==> src/rtl/irq_pkg.sv <==
// Shared types and constants for the interrupt arbiter.
// FSM state encoding, config register addresses and source indices.
package irq_pkg;

   typedef enum logic [1:0] {
      ST_IDLE    = 2'd0,
      ST_REQ     = 2'd1,
      ST_SERVICE = 2'd2
   } state_e;

   localparam logic [1:0] CFG_ENABLE = 2'd0;
   localparam logic [1:0] CFG_EDGE   = 2'd1;
   localparam logic [1:0] CFG_CLEAR  = 2'd2;

   localparam int SRC_INT0    = 0;
   localparam int SRC_INT1    = 1;
   localparam int SRC_TIM1    = 2;
   localparam int SRC_TIM2    = 3;
   localparam int SRC_UART_RX = 4;
   localparam int SRC_UART_TX = 5;
   localparam int SRC_GPIO    = 6;
   localparam int SRC_SPARE   = 7;

endpackage

==> src/rtl/irq_sync.sv <==
// Per-line 2-flop synchronizer with a delayed copy for
// rising-edge detection.
module irq_sync (
   input  logic clk,
   input  logic reset,
   input  logic src_i,
   output logic sync_o,
   output logic rise_o
);

   logic meta_q;
   logic sync_q;
   logic dly_q;

   always_ff @(posedge clk or negedge reset) begin
      if (!reset) begin
         meta_q <= 1'b0;
         sync_q <= 1'b0;
         dly_q  <= 1'b0;
      end else begin
         meta_q <= src_i;
         sync_q <= meta_q;
         dly_q  <= sync_q;
      end
   end

   assign sync_o = sync_q;
   assign rise_o = sync_q & ~dly_q;

endmodule

==> src/rtl/irq_arbiter.sv <==
// Interrupt arbiter: synchronizes sources, keeps pending state and
// hands the lowest enabled pending source to the CPU, one at a time.
module irq_arbiter
   import irq_pkg::*;
#(
   parameter int NUM_SRC = 8,
   parameter int ID_W    = 3
) (
   input  logic               clk,
   input  logic               reset,
   input  logic [NUM_SRC-1:0] src_in,
   input  logic               cfg_we,
   input  logic [1:0]         cfg_addr,
   input  logic [NUM_SRC-1:0] cfg_wdata,
   output logic [NUM_SRC-1:0] pending_out,
   output logic               irq_req,
   output logic [ID_W-1:0]    irq_id,
   input  logic               irq_ack,
   input  logic               irq_done
);

   logic [NUM_SRC-1:0] sync;
   logic [NUM_SRC-1:0] rise;

   logic [NUM_SRC-1:0] en_q;
   logic [NUM_SRC-1:0] edge_q;
   logic [NUM_SRC-1:0] pend_q;
   logic [NUM_SRC-1:0] pend_d;
   logic [NUM_SRC-1:0] w1c;
   logic [NUM_SRC-1:0] ack_clr;
   logic [NUM_SRC-1:0] act;
   logic [ID_W-1:0]    sel;

   state_e          state_q;
   logic            req_q;
   logic [ID_W-1:0] id_q;

   for (genvar g = 0; g < NUM_SRC; g++) begin : g_sync
      irq_sync u_sync (
         .clk    (clk),
         .reset  (reset),
         .src_i  (src_in[g]),
         .sync_o (sync[g]),
         .rise_o (rise[g])
      );
   end

   always_comb begin
      w1c     = '0;
      ack_clr = '0;
      if (cfg_we && cfg_addr == CFG_CLEAR) begin
         w1c = cfg_wdata;
      end
      if (state_q == ST_REQ && irq_ack) begin
         ack_clr = NUM_SRC'(1) << id_q;
      end
      // set beats clear; level sources just mirror the synced line
      pend_d = (edge_q & (rise | (pend_q & ~(w1c | ack_clr))))
             | (~edge_q & sync);
   end

   assign act = pend_q & en_q;

   always_comb begin
      sel = '0;
      for (int i = NUM_SRC - 1; i >= 0; i--) begin
         if (act[i]) begin
            sel = ID_W'(i);
         end
      end
   end

   always_ff @(posedge clk or negedge reset) begin
      if (!reset) begin
         en_q   <= '0;
         edge_q <= '0;
         pend_q <= '0;
      end else begin
         pend_q <= pend_d;
         if (cfg_we && cfg_addr == CFG_ENABLE) begin
            en_q <= cfg_wdata;
         end
         if (cfg_we && cfg_addr == CFG_EDGE) begin
            edge_q <= cfg_wdata;
         end
      end
   end

   always_ff @(posedge clk or negedge reset) begin
      if (!reset) begin
         state_q <= ST_IDLE;
         req_q   <= 1'b0;
         id_q    <= '0;
      end else begin
         unique case (state_q)
            ST_IDLE: begin
               if (|act) begin
                  id_q    <= sel;
                  req_q   <= 1'b1;
                  state_q <= ST_REQ;
               end
            end
            ST_REQ: begin
               if (irq_ack) begin
                  req_q   <= 1'b0;
                  state_q <= ST_SERVICE;
               end
            end
            ST_SERVICE: begin
               if (irq_done) begin
                  state_q <= ST_IDLE;
               end
            end
            default: begin
               req_q   <= 1'b0;
               state_q <= ST_IDLE;
            end
         endcase
      end
   end

   assign pending_out = pend_q;
   assign irq_req     = req_q;
   assign irq_id      = id_q;

endmodule

==> config.mk <==
export PLATFORM = sky130hd
export DESIGN_NAME = irq_arbiter
export DESIGN_NICKNAME = d
export VERILOG_FILES = /design/src/rtl/irq_pkg.sv /design/src/rtl/irq_sync.sv /design/src/rtl/irq_arbiter.sv
export SDC_FILE = /design/constraint.sdc
export NUM_CORES = 1
export LEC_CHECK = 0
export BUFFER_PORTS_ARGS = -buffer_cell sky130_fd_sc_hd__buf_2
export CAP_MARGIN = 20
export CORE_MARGIN = 4
export CORE_UTILIZATION = 56
export CTS_CLUSTER_DIAMETER = 200
export DETAILED_ROUTE_END_ITERATION = 12
export PLACE_DENSITY = 0.79
export SYNTH_ARGS = -nofsm -noshare
export SYNTH_HDL_FRONTEND = slang
export SYNTH_HIERARCHICAL = 1
export SYNTH_SLANG_ARGS = --single-unit
==> constraint.sdc <==
create_clock -name clk -period 3.7 [get_ports clk]
set_clock_uncertainty 0.05 [all_clocks]
set_input_delay 0.555 -clock clk [delete_from_list [all_inputs] [get_ports clk]]
set_output_delay 0.555 -clock clk [all_outputs]
set_load 0.005 [all_outputs]
# Word-level counts from Yosys, hierarchy flattened
# Index checks and enable logic that the tools add are counted.
[op_classes]
eq_ne = 7
shifts = 1
muxes = 17
bitwise_logic = 26
reduce_logical = 10
[op_table]
columns = ["cell", "count"]
rows = [
  ["$and A8 B8 Y8", 4],
  ["$mux W3", 8],
  ["$or A8 B8 Y8", 3],
  ["$mux W8", 2],
  ["$not A8 Y8", 2],
  ["$not A1 Y1", 9],
  ["$and A1 B1 Y1", 8],
  ["$reduce_or A8 Y1", 1],
  ["$shl A1 B3 Y8 const A", 1],
  ["$mux W2", 3],
  ["$ne A2 B2 Y1 const B", 3],
  ["$pmux W2 S3", 1],
  ["$reduce_and A3 Y1", 2],
  ["$eq A2 B1 Y1 const B", 2],
  ["$eq A2 B2 Y1 const B", 2],
  ["$logic_and A1 B1 Y1", 4],
  ["$logic_not A2 Y1", 2],
  ["$pmux W1 S3", 1],
  ["$mux W1", 2],
  ["$reduce_and A2 Y1", 1],
]
[word_totals]
regBits = 54
inputBits = 23
output_inout_bits = 12

# Depth between registers and ports, before layout
[logic_depth]
ltp_word = 9
depth_mapped = 5
mapped_depth_nobuf = 4

# Cells and area by module
# The synthesis kept the hierarchy.
[modules_own_cells]
columns = ["mod", "instances", "cells_per_inst", "area_each_um2", "seq_area_each_um2"]
rows = [
  ["irq_arbiter", 1, 126, 1396.3, 750.7],
  ["irq_sync", 8, 4, 88.8, 75.1],
]

# Least setup slack after synthesis
# Ideal clock, no wire load.
[synth_timing]
path_type = "input port to flip-flop"
start = "input cfg_addr[0]"
end = "register en_q[0]"
arrival_time_ns = 1.253
setup_slack_ns = 2.272
stages = 2
path_buffers = 0
path_cell_list = "nor3b_4 > mux2_2"
[synth_between]
elab_chain_cells = 2
[synth_lines]
columns = ["element", "line", "source"]
rows = [
  ["start, declared", "irq_arbiter.sv:13", "input logic [1:0] cfg_addr,"],
  ["$logic_not A2 Y1", "irq_arbiter.sv:80", "if (cfg_we && cfg_addr == CFG_ENABLE) begin"],
  ["$logic_and A1 B1 Y1", "irq_arbiter.sv:80", ""],
  ["end signal, assigned", "irq_arbiter.sv:81", "en_q <= cfg_wdata;"],
  ["end, declared", "irq_arbiter.sv:25", "logic [NUM_SRC-1:0] en_q;"],
]
# Every way passes these cells.
# A chain may end at the register's enable or synchronous reset.

# Worst setup path in the final report
[layout_timing]
start = "register id_q[2] (netlist: irq_id[2])"
end = "output irq_id[2]"
[layout_lines]
columns = ["element", "line", "source"]
rows = [
  ["start, declared", "irq_arbiter.sv:36", "logic [ID_W-1:0] id_q;"],
  ["start signal, assigned", "irq_arbiter.sv:98", "id_q <= sel;"],
  ["end, declared", "irq_arbiter.sv:17", "output logic [ID_W-1:0] irq_id,"],
]
# No word-level cell between the ends.

==> impl_results.md <==
* CTS tree: built
* Site Rows at 22
* Number of max-cap violations at 0
* Final TNS setup at 0 ns
* Synth area leader: dfrtp_1
* Final setup fails at 0
* Setup CP Type: flop to output port
* Vias per inst at 5.589
* Total track usage at 17.41%
* Asr flop ratio synth at 100.0%
* Headroom to the max-slew limit at 61.85%
* Clock Latency Late Sink at 0.31 ns
* VDD IR-drop max at 330.7 uV
* Final GP Congestion at 0.8143
* WL/cell at 15.71 um
* Vias at 1,386
* Top-area cell type share of the netlist area at 64.13%
* Startpoint types: flop
* Crit path max-delay cell type: dfrtp_1
* Pin count of the biggest net entering global routing at 55
* Ant diodes at 0
* Synth Area in Adders at 0%
* Worst-path clk slew at 0.09 ns
* Post-Synthesis Cell Area at 2107 um^2
* Clock buffer depth at 2
* Top Family by Delay on Critical Path: flip-flops
* Setup bufs post-CTS at 0
* Layout cells sized above 1 at 36.00%
* Compound-Gate Fraction of Synth Area at 10.33%
* CTS buffer count at 5
* Hold buffers post-CTS at 0
* Global route overflow at 0
* Endpoints failing hold at 0
* Slew @ Worst Pin at 0.5722 ns
* Achievable Freq at 634.5 MHz
* Fillers at 279
* Die X at 69.34 um
* Synthesized area per cell at 13.34 um^2
* Reg2Reg Depth at 4
* Top FF cell, synth: dfrtp_1
* First DRT Iteration DRCs at 48
* Routed wire length at 3897 um
* TritonCTS Sinks at 54
* Hold Crit Class: input port to async pin
* Minimum clock period at 1.576 ns
* DR pass1 iterations at 4
* Crit path max fanout at 8
* Clock root cell: clkbuf_8
* Leakage at 1.094 nW
* Post-Route Utilization at 66.78%
* Initial antenna violation count at 0
* RSZ-0062 raised after global routing: no
* Die area at 4808 um^2
* Post-synthesis mux area share at 9.264%
* Ranking of synthesized cells by area: dfrtp_1, mux2_2, nor2b_4, nand2_1, a31oi_1
* Core Area at 3661 um^2
* Worst hold margin at 0.1784 ns
* RR Endpoint: pending_out[5]$_DFF_PN0_
* Count of input and output buffers at 34
* Reg-to-reg startpoint: state_q[1]$_DFFE_PN0P_
* Cells after Synth at 158
* Crit path largest cell delay at 0.50 ns
* CP Buf/Inv Count at 1
* Vias in the first global route at 1,380
* Synth Area in Simple Gates at 14.79%
* First-pass GRT wire length at 6486 um
* Synth Area in XOR/XNOR at 0%
* Final period utilization at 42.59%
* Critical path cell sequence: buf_2
* Routed Antenna Nets at 0
* Library cells used by synthesis at 30
* Initial core utilization at 57.55%
* Reg2Reg Setup Slack at 2.20 ns
* Warnings, synthesis at 6
* Most frequent cells in the layout: dfrtp_1, buf_2, nand2_1, mux2_2, nor2_1
* Most common cell after layout, fill and taps aside: dfrtp_1
* Nature of the critical path endpoint: output port
* CTS-repair resized insts at 0
* Status: finished, final reports clean
* Pwr/cell area at 585.0 nW/um^2
* Synthesized flop and latch total at 54
* Post-synthesis sequential area ratio at 64.13%
* Synthesized Nets at 181
* Top Ports at 35
* Slew Viols, Final at 0
* Number of flops mapped to enable cells by yosys at 0
* Hpwl dp at 2858 um
* Data required, critical path at 3.09 ns
* H-tree levels at 2
* Largest family of logic cells by synthesized area: simple AND/OR/NAND/NOR gates
* Floorplan die height at 69.34 um
* Arr. time, crit path at 0.97 ns
* Nets@finish at 222
* Tot Pwr at 1.430 mW
* Synth-to-Final Area Change at 16.03%
* DRC violations left at 0
[how the worst max path moves through the flow]
stage	start	endpoint	slack, ns	depth (start not counted)
2_1_floorplan	cfg_addr[0]	en_q[0]$_DFFE_PN0P_	2.27	2
3_3_place_gp	cfg_addr[0]	en_q[0]$_DFFE_PN0P_	1.99	3
3_5_place_dp	cfg_addr[0]	en_q[6]$_DFFE_PN0P_	1.97	3
4_1_cts	irq_id[2]$_DFFE_PN0P_	irq_id[2]	2.11	1
5_1_grt	irq_id[1]$_DFFE_PN0P_	irq_id[1]	2.07	1
6_report	irq_id[2]$_DFFE_PN0P_	irq_id[2]	2.12	1
[stage by stage]
step,cells,worst slack [ns],area [um^2]
finish,248,2.124,2445
global route,248,2.068,2445
CTS,247,2.109,2425
detailed placement,239,1.971,2332
global placement,239,1.989,2332
floorplan,158,2.272,2107
[kinds of logic (layout without fill, tap and decap cells)]
family | after synthesis | in the layout
flip-flops | 54 | 54
buffers and inverters | 8 | 50
multiplexers | 17 | 17
AO/OA/AOI/OAI | 32 | 32
AND/OR/NAND/NOR | 47 | 47
[area by class of cell]
| type | count | area (um^2) | share of cell area (%) |
|---|---|---|---|
| multi-input cells | 96 | 724.4 | 29.63 |
| flip-flops and latches | 54 | 1351 | 55.27 |
| clock inverters | 3 | 23.77 | 0.9724 |
| well taps | 48 | 60.06 | 2.457 |
| repair buffers | 35 | 190.2 | 7.779 |
| inverters | 7 | 26.28 | 1.075 |
| clock buffers | 5 | 68.82 | 2.815 |
[flip-flops by register name (all words and copies together) (netlist names)]
| register | count |
|---|---|
| irq_id | 3 |
| state_q | 2 |
| g_sync.u_sync/dly_q | 8 |
| en_q | 8 |
| edge_q | 8 |
| pending_out | 8 |
| g_sync.u_sync/sync_o | 8 |
| irq_req | 1 |
| g_sync.u_sync/meta_q | 8 |
[layer usage]
layer  vias up  part of all wire, %  global-route usage, %
li1        638                    -                      -
met1       714                   41                  21.44
met2        28                   52                  27.75
met3         6                  4.6                  5.362
met4         0                  1.8                  8.677
met5         -                    0                      0
[cells in the mapped netlist (all sizes together) (2+ instances only)]
master  count
or3         3
nor2b       8
a22oi       4
a31oi       8
mux2       17
or2         3
a21oi       8
nor2        9
o21ai       3
nand2      16
inv         7
dfrtp      54
nand3b      2
nor3b       2
o311ai      3
[where the power goes]
part	total, mW	switching, mW	internal, mW
Combinational	0.308	0.144	0.164
Sequential	0.796	0.106	0.690
Clock	0.326	0.190	0.135
Total	1.43	0.441	0.989
(Power assumes the default switching activity.)
